<file path="config.mk">
export PLATFORM = sky130hd
export DESIGN_NAME = bkg_pixel_src
export DESIGN_NICKNAME = d
export VERILOG_FILES = /design/src/rtl/bkg_pkg.sv /design/src/rtl/bkg_palette.sv /design/src/rtl/bkg_pixel_src.sv
export SDC_FILE = /design/constraint.sdc
export NUM_CORES = 2
export LEC_CHECK = 0
export ABC_AREA = 1
export CAP_MARGIN = 20
export CORE_ASPECT_RATIO = 1.75
export CORE_MARGIN = 2
export CORE_UTILIZATION = 40
export DETAILED_ROUTE_END_ITERATION = 8
export HOLD_SLACK_MARGIN = 0.15
export PLACE_DENSITY = 0.61
export SLEW_MARGIN = 20
export SYNTH_ARGS = -nofsm -noshare
export SYNTH_HDL_FRONTEND = slang
export SYNTH_SLANG_ARGS = --single-unit
</file>
<file path="constraint.sdc">
create_clock -name clk -period 4.5 [get_ports clk]
set_input_delay 1.35 -clock clk [delete_from_list [all_inputs] [get_ports clk]]
set_output_delay 1.35 -clock clk [all_outputs]
set_load 0.02 [all_outputs]
</file>
<file path="src/rtl/bkg_pkg.sv">
// Shared types and constants for the background pixel source: palette FSM
// states, the power-on palette and the nominal pipeline latency.
package bkg_pkg;

  typedef enum logic [0:0] {
    IDLE = 1'b0,
    PEND = 1'b1
  } pal_state_t;

  localparam int RAM_LAT_DEFAULT = 1;
  localparam int LAT             = RAM_LAT_DEFAULT + 2;

  function automatic logic [63:0][11:0] build_default_palette();
    logic [63:0][11:0] p;
    for (int i = 0; i < 64; i++) p[i] = 12'hFFF;
    p[0]  = 12'h000;
    p[1]  = 12'hFFF;
    p[2]  = 12'h630;
    p[3]  = 12'h911;
    p[39] = 12'h2A0;
    return p;
  endfunction

  localparam logic [63:0][11:0] DEFAULT_PALETTE = build_default_palette();

endpackage

</file>
<file path="src/rtl/bkg_palette.sv">
// Double-buffered palette: software writes land in the shadow bank and a
// commit copies the whole shadow bank to the active bank at the next frame.
module bkg_palette
  import bkg_pkg::*;
#(
  parameter int                CODE_W      = 6,
  parameter int                RGB_W       = 12,
  parameter bit                TRANSP_EN   = 1'b1,
  parameter logic [CODE_W-1:0] TRANSP_CODE = '0
) (
  input  logic              clk,
  input  logic              rst_n,
  input  logic              wr_valid,
  output logic              wr_ready,
  input  logic [CODE_W-1:0] wr_idx,
  input  logic [RGB_W-1:0]  wr_rgb,
  input  logic              commit,
  input  logic              frame_start,
  output logic              pending,
  input  logic              rd_en,
  input  logic [CODE_W-1:0] rd_code,
  output logic [RGB_W-1:0]  rgb,
  output logic              opaque
);

  localparam int DEPTH = 1 << CODE_W;

  typedef logic [DEPTH-1:0][RGB_W-1:0] bank_t;

  function automatic bank_t init_bank();
    bank_t b;
    for (int i = 0; i < DEPTH; i++) begin
      b[i] = (i < 64) ? RGB_W'(DEFAULT_PALETTE[i[5:0]]) : RGB_W'(12'hFFF);
    end
    return b;
  endfunction

  localparam bank_t PAL_INIT = init_bank();

  pal_state_t state;
  bank_t      shadow;
  bank_t      active;

  assign wr_ready = (state == IDLE);
  assign pending  = (state == PEND);

  // A commit seen together with frame_start still waits for the next frame.
  // NOTE: sequential state always uses non-blocking assignments so every
  // flop samples pre-edge values regardless of statement order.
  always_ff @(posedge clk or negedge rst_n) begin
    if (!rst_n) begin
      state <= IDLE;
    end else begin
      case (state)
        IDLE:    if (commit) state <= PEND;
        PEND:    if (frame_start) state <= IDLE;
        default: state <= IDLE;
      endcase
    end
  end

  // NOTE: both banks carry a reset value, so they are built from flops; an
  // inferred RAM cannot be reset to a table and would not match this intent.
  always_ff @(posedge clk or negedge rst_n) begin
    if (!rst_n) begin
      shadow <= PAL_INIT;
      active <= PAL_INIT;
    end else begin
      if (wr_valid && wr_ready) shadow[wr_idx] <= wr_rgb;
      if (state == PEND && frame_start) active <= shadow;
    end
  end

  always_ff @(posedge clk or negedge rst_n) begin
    if (!rst_n) begin
      rgb    <= '0;
      opaque <= 1'b0;
    end else begin
      rgb    <= rd_en ? active[rd_code] : '0;
      opaque <= rd_en && !(TRANSP_EN && (rd_code == TRANSP_CODE));
    end
  end

endmodule

</file>
<file path="src/rtl/bkg_pixel_src.sv">
// Background pixel source: scrolls the scan position into a background-RAM
// address and colours the returned code through the double-buffered palette.
module bkg_pixel_src
  import bkg_pkg::*;
#(
  parameter int                H_BITS      = 10,
  parameter int                V_BITS      = 10,
  parameter int                CODE_W      = 6,
  parameter int                RGB_W       = 12,
  parameter int                RAM_LAT     = 1,
  parameter bit                TRANSP_EN   = 1'b1,
  parameter logic [CODE_W-1:0] TRANSP_CODE = '0
) (
  input  logic                     clk,
  input  logic                     rst_n,
  input  logic [10:0]              x,
  input  logic [10:0]              y,
  input  logic                     video_on,
  input  logic                     frame_start,
  input  logic [H_BITS-1:0]        x_off,
  input  logic [V_BITS-1:0]        y_off,
  output logic [H_BITS+V_BITS-1:0] ram_addr,
  input  logic [CODE_W-1:0]        ram_code,
  input  logic                     pal_wr_valid,
  output logic                     pal_wr_ready,
  input  logic [CODE_W-1:0]        pal_wr_idx,
  input  logic [RGB_W-1:0]         pal_wr_rgb,
  input  logic                     pal_commit,
  output logic                     pal_pending,
  output logic [RGB_W-1:0]         rgb,
  output logic                     rgb_opaque
);

  // video_on must line up with ram_code, one stage ahead of the palette lookup.
  localparam int VID_DLY = LAT - 1 + (RAM_LAT - RAM_LAT_DEFAULT);

  logic [H_BITS-1:0]  x_off_q, xo, col;
  logic [V_BITS-1:0]  y_off_q, yo, row;
  logic [VID_DLY-1:0] vid_dly;

  // NOTE: every combinational output is assigned on every path, so no
  // latch can be inferred.
  always_comb begin
    xo  = frame_start ? x_off : x_off_q;
    yo  = frame_start ? y_off : y_off_q;
    col = x[H_BITS-1:0] + xo;
    row = y[V_BITS-1:0] + yo;
  end

  always_ff @(posedge clk or negedge rst_n) begin
    if (!rst_n) begin
      x_off_q  <= '0;
      y_off_q  <= '0;
      ram_addr <= '0;
    end else begin
      if (frame_start) begin
        x_off_q <= x_off;
        y_off_q <= y_off;
      end
      ram_addr <= {row, col};
    end
  end

  always_ff @(posedge clk or negedge rst_n) begin
    if (!rst_n) vid_dly <= '0;
    else        vid_dly <= {vid_dly[VID_DLY-2:0], video_on};
  end

  generate
    if (H_BITS < 11) begin : g_x_unused
      logic unused_x_hi;
      assign unused_x_hi = ^x[10:H_BITS];
    end
    if (V_BITS < 11) begin : g_y_unused
      logic unused_y_hi;
      assign unused_y_hi = ^y[10:V_BITS];
    end
  endgenerate

  bkg_palette #(
    .CODE_W      (CODE_W),
    .RGB_W       (RGB_W),
    .TRANSP_EN   (TRANSP_EN),
    .TRANSP_CODE (TRANSP_CODE)
  ) u_palette (
    .clk         (clk),
    .rst_n       (rst_n),
    .wr_valid    (pal_wr_valid),
    .wr_ready    (pal_wr_ready),
    .wr_idx      (pal_wr_idx),
    .wr_rgb      (pal_wr_rgb),
    .commit      (pal_commit),
    .frame_start (frame_start),
    .pending     (pal_pending),
    .rd_en       (vid_dly[VID_DLY-1]),
    .rd_code     (ram_code),
    .rgb         (rgb),
    .opaque      (rgb_opaque)
  );

endmodule

</file>
# Word-level counts from Yosys, hierarchy flattened
# Cells that the tools add are included.
dict set report totals {
  regBits 1592
  in_bits 72
  out_inout_bits 35
  elab_cells 158
}
dict set report classes {
  add_sub_neg 2
  order_cmp 3
  mux 11
  bitwise 1
  n_reduce_logical 6
}
# op n
set op_table {}
lappend op_table {{bitwise mux 768 bit} 1}
lappend op_table {{binary-select mux 12 bit (select 6 bit)} 1}
lappend op_table {{demux 12 bit (select 6 bit)} 1}
lappend op_table {{2-to-1 mux 12 bit} 3}
lappend op_table {{adder 10 bit} 2}
lappend op_table {{2-to-1 mux 10 bit} 2}
lappend op_table {{< comparator 6 x 7 -> 1 bit (second input constant)} 2}
lappend op_table {{>= comparator 6 x 1 -> 1 bit (second input constant)} 1}
lappend op_table {{logical NOT 6 bit} 1}
lappend op_table {{logical AND 1 bit} 4}
lappend op_table {{2-to-1 mux 1 bit} 2}
lappend op_table {{case mux 1 bit (2 select lines)} 1}
lappend op_table {{logical NOT 1 bit} 1}
lappend op_table {{inverter 1 bit} 1}

# Depth between registers and ports, before layout
dict set report logic_depth {
  depth_word 5
  depth_mapped 15
  depth_no_buf 12
}

# Hierarchy
# A second synthesis with hierarchy kept.
dict set report unflattened {
  hier_cells 7488
  area_unflattened_um2 68787.2
}
# module n_inst cells_per_inst area_each_um2 seq_area_each_um2
set by_module_without_submodules {}
lappend by_module_without_submodules {bkg_palette 1 7199 66495.0 40616.5}
lappend by_module_without_submodules {bkg_pixel_src 1 289 2292.2 1051.0}

# Worst setup path before layout
# No wires, ideal clock.
dict set report synth_path {
  kind {input port to flip-flop}
  start {input frame_start}
  end {register ram_addr[8]}
  setup_ps 116
  t_arrival_ps 3689
  required_time_ps 4384
  slack_ps 694
  stages 13
  path_buffers 2
  path_cell_list {buf_1 > buf_1 > mux2_2 > ha_1 > fa_1 > nand3_1 > nand3_1 > a31oi_1 > o21ai_0 > nand2_1 > nand2_1 > nand2_1 > nand2_1}
}
dict set report synth_between {
  elab_chain_cells 2
}
# item line
set synth_rtl {}
lappend synth_rtl {{start, declared} bkg_pixel_src.sv:19} ;# input logic frame_start,
lappend synth_rtl {{2-to-1 mux 10 bit} n/a}
lappend synth_rtl {{named net xo[0]} bkg_pixel_src.sv:37} ;# logic [H_BITS-1:0] x_off_q, xo, col;
lappend synth_rtl {{adder 10 bit} bkg_pixel_src.sv:46} ;# col = x[H_BITS-1:0] + xo;
lappend synth_rtl {{named net col[8]} bkg_pixel_src.sv:37}
lappend synth_rtl {{end signal, assigned} bkg_pixel_src.sv:60} ;# ram_addr <= {row, col};
lappend synth_rtl {{end, declared} bkg_pixel_src.sv:22} ;# output logic [H_BITS+V_BITS-1:0] ram_addr,
# The timed path passes the listed nets, and every way through them passes these cells.
# A chain may end at the register's enable or synchronous reset.

# Final worst setup path
dict set report layout_path {
  start {register u_palette.state (netlist: u_palette.pending)}
  end {output pal_wr_ready}
}
dict set report layout_between {
  elab_chain_cells 1
}
# item line
set layout_rtl {}
lappend layout_rtl {{start, declared} bkg_palette.sv:40} ;# pal_state_t state;
lappend layout_rtl {{start signal, assigned} bkg_palette.sv:52} ;# state <= IDLE;
lappend layout_rtl {{start signal, assigned} bkg_palette.sv:55} ;# IDLE: if (commit) state <= PEND;
lappend layout_rtl {{start signal, assigned} bkg_palette.sv:56} ;# PEND: if (frame_start) state <= IDLE;
lappend layout_rtl {{inverter 1 bit} n/a}
lappend layout_rtl {{end, declared} bkg_pixel_src.sv:25} ;# output logic pal_wr_ready,
# No other way between the ends.

==> results.md <==
| Result | Value |
|---|---|
| Placer congestion estimate | 0.845 |
| Synthesized instance count | 7217 |
| Actual transition at the worst max-transition pin | 0.925 ns |
| Final max-slew violation count | 0 |
| Multi-input gate area | 23200 um2 |
| Leakage power | 33.1 nW |
| Placed wire-length estimate | 114000 um |
| Type of the worst setup path | reg2out |
| Number of placement rows | 201 |
| Hold Path Sink | vid_dly[1]$_DFF_PN0_ |
| Worst hold slack | 0.349 ns |
| Die boundary width | 317 um |
| Hold path start | vid_dly[0]$_DFF_PN0_ |
| Area fraction in compound gates after synthesis | 0.0922 |
| Proportion of synthesized area in mux cells | 0.0683 |
| Final-report hold violation count | 0 |
| Inserted Clock Buffers | 147 |
| Worst skew pair latency | 0.80 ns |
| Achievable clock frequency | 309 MHz |
| Critical path required time | 3.15 ns |
| R2R cell count | 6 |
| Post-CTS Resized | 0 |
| Total negative slack for setup checks | 0 ns |
| R2r setup slk | 1.92 ns |
| Via-to-Cell Ratio | 5.09 |
| Filler cell count in the final layout | 16100 |
| Mean instance size in the synthesized netlist | 9.50 um2 |
| Total gr overflow | 0 |
| Number of enable-type register cells in the synthesized netlist | 0 |
| Via count of the first global-routing pass | 48800 |
| Synthesized net count | 7309 |
| Synthesized-area fraction occupied by xor and xnor cells | 0.00204 |
| Number of H-tree levels | 4 |
| Die footprint | 175000 um2 |
| Initial Utilization | 0.401 |
| Adder-cell area share of the yosys netlist | 0.00387 |
| Endpoint kind of the worst setup timing path | primary output |
| Worst hold path cell count | 0 |
| DR DRC count | 0 |
| Dominant combinational cell family by area after synthesis | simple AND/OR/NAND/NOR gates |
| Number of antenna violations at the first check in global routing | 7 |
| Power per standard cell area | 461 nW/um2 |
| Total iterations of the first detailed-routing run | 6 |
| Quantity of hold-fixing buffers added after cts | 0 |
| Avg WL per Cell | 19.3 um |
| Number of sinks on the clock net | 1592 |
| GRT Resource Usage Total | 0.211 |
| Critical Path Source Type | flip-flop |
| Simple-Gate Fraction of Synth Area | 0.172 |
| Critical path peak fanout | 5 |
| Share of cells above drive strength 1 | 0.323 |
| CTS max path bufs | 4 |
| Die span in y | 552 um |
| Number of setup violations in the final report | 0 |
| Result of the run | complete, no violations |
| Launching point of the worst reg2reg path | u_palette.pending$_DFF_PN0_ |
| Post-CTS clock slew at the launch and capture registers of the worst setup and hold paths | 0.06 ns |
| Non-Filler Instances | 9523 |
| Count of antenna-violating nets left after detailed routing | 0 |
| Via Count | 48400 |
| Sequential cell area | 41700 um2 |
| Setup repair after global routing missed its margin | false |
| End of the worst register-to-register path | u_palette.shadow[578]$_DFFE_PN1P_ |
| Commonest cells after routing, fill and taps aside | 1717 x sky130_fd_sc_hd__nand2_1, 1462 x sky130_fd_sc_hd__dfstp_2, 904 x sky130_fd_sc_hd__nor2_1, 801 x sky130_fd_sc_hd__o21ai_0, 420 x sky130_fd_sc_hd__inv_1 |
| Post-route clock skew | 0.0454 ns |
| Total Nets Final | 7275 |
| Shortest period the worst path allows | 3.23 ns |
| Max cap viols | 0 |
| Startpoint of the most critical setup path | u_palette.pending$_DFF_PN0_ |
| Pin count of the biggest net entering global routing | 146 |
| Arrival time of the worst setup path | 1.88 ns |
| Synth Register Bits | 1592 |
| Final core utilization | 0.453 |
| YS warnings | 0 |
| 1st-iter DRT viols | 3436 |
| Ports placed on the boundary | 107 |
| Post-synth ARST share | 1.00 |
| CTS tree | done |
| Most common flop cell mapped by yosys | sky130_fd_sc_hd__dfstp_2 |
| Number of buffers inserted by post-CTS setup repair | 0 |
| Total placed cells including tap cells | 9267 |
| Port Buffer Count | 104 |
| Standard cell core area | 171000 um2 |
| Power Total | 35.6 mW |
| Number of distinct standard cells referenced by the synthesized netlist | 33 |
| Combined area of all synthesized cells | 68500 um2 |
| Final worst path period share | 0.718 |
| Commonest non-fill, non-tap cell in the layout | sky130_fd_sc_hd__nand2_1 |
| Worst slew margin | 0.382 |
| Worst min path class | reg2reg |
| Maximum vdd drop | 0.239 mV |
| Area overhead of the layout relative to synthesis | 12.9% |
| Wire length of the first global-routing pass | 286000 um |
| Sequential element share of the synthesized area | 0.608 |
| Overall routed net length | 184000 um |
| CTS root buffer | sky130_fd_sc_hd__clkbuf_16 |
==> sequential cells by signal (all words and copies together), names as in the netlist <==
register,cells
ram_addr,20
u_palette.active,768
u_palette.opaque,1
u_palette.pending,1
u_palette.rgb,12
u_palette.shadow,768
vid_dly,2
x_off_q,10
y_off_q,10
==> Yosys cell counts, types with 3 or more instances <==
| library cell | instances | share of area |
|---|---|---|
| sky130_fd_sc_hd__a21oi_1 | 396 | 0.029 |
| sky130_fd_sc_hd__buf_1 | 38 | 0.0021 |
| sky130_fd_sc_hd__buf_2 | 96 | 0.0070 |
| sky130_fd_sc_hd__buf_6 | 8 | 0.0013 |
| sky130_fd_sc_hd__clkbuf_1 | 328 | 0.018 |
| sky130_fd_sc_hd__clkbuf_2 | 16 | 0.0012 |
| sky130_fd_sc_hd__clkinv_1 | 14 | 0.00077 |
| sky130_fd_sc_hd__dfrtp_1 | 130 | 0.047 |
| sky130_fd_sc_hd__dfstp_2 | 1462 | 0.56 |
| sky130_fd_sc_hd__ha_1 | 18 | 0.0033 |
| sky130_fd_sc_hd__inv_1 | 422 | 0.023 |
| sky130_fd_sc_hd__inv_2 | 3 | 0.00016 |
| sky130_fd_sc_hd__mux2_2 | 416 | 0.068 |
| sky130_fd_sc_hd__nand2_1 | 1718 | 0.094 |
| sky130_fd_sc_hd__nand2_2 | 24 | 0.0022 |
| sky130_fd_sc_hd__nand3_1 | 328 | 0.024 |
| sky130_fd_sc_hd__nor2_1 | 906 | 0.050 |
| sky130_fd_sc_hd__nor3_4 | 7 | 0.0017 |
| sky130_fd_sc_hd__o211ai_1 | 3 | 0.00033 |
| sky130_fd_sc_hd__o21ai_0 | 801 | 0.058 |
| sky130_fd_sc_hd__o21ai_1 | 52 | 0.0038 |
| sky130_fd_sc_hd__xor2_1 | 15 | 0.0019 |
==> critical path, cell delays in order (launching register included) <==
cell and delay [ns]:
sky130_fd_sc_hd__dfrtp_1 0.44, sky130_fd_sc_hd__inv_1 0.07, sky130_fd_sc_hd__clkdlybuf4s50_1 0.60
==> power breakdown <==
group	switching, mW	internal (mW)
registers	0.758	17.4
clock network	5.39	7.02
logic	3.10	1.93
==> area by class of cell <==
type / instances / share of cell area
sequential: 1592 / 0.539
multi-input combinational: 4700 / 0.300
clock buffer: 221 / 0.0562
timing repair buffer: 303 / 0.0430
tap: 2233 / 0.0361
inverter: 439 / 0.0215
clock inverter: 33 / 0.00435
antenna: 2 / 0.0000647
==> worst max path at each step <==
stage / end / depth (start not counted) / slack [ns]
2_1_floorplan: ram_addr[8]$_DFF_PN0_ / 13 / 0.69
3_3_place_gp: ram_addr[8]$_DFF_PN0_ / 12 / 0.49
3_5_place_dp: ram_addr[18]$_DFF_PN0_ / 10 / 0.49
4_1_cts: pal_wr_ready / 2 / 1.22
5_1_grt: ram_addr[8]$_DFF_PN0_ / 12 / 1.13
6_report: pal_wr_ready / 2 / 1.27
==> logic make-up after synthesis <==
kind of cell / count (synthesis)
flops: 1592
xor+xnor: 16
fa+ha+maj: 20
simple gates: 2990
compound gates: 1258
buf+inv: 925
mux: 416
==> layer usage <==
layer	vias up	share of wire	GRT usage
li1	23000	-	-
met3	342	0.041	0.0230
met4	8	0.053	0.104
met1	24100	0.41	0.256
met5	-	0.00024	0
met2	999	0.50	0.371
==> metrics by stage <==
stage               setup WS [ns]  area (um2)
detailed placement          0.488       72700
CTS                          1.22       77400
finish                       1.27       77400
global route                 1.13       77400
global placement            0.488       72700
floorplan                   0.694       68500
Power figures use the tool's default switching activity.
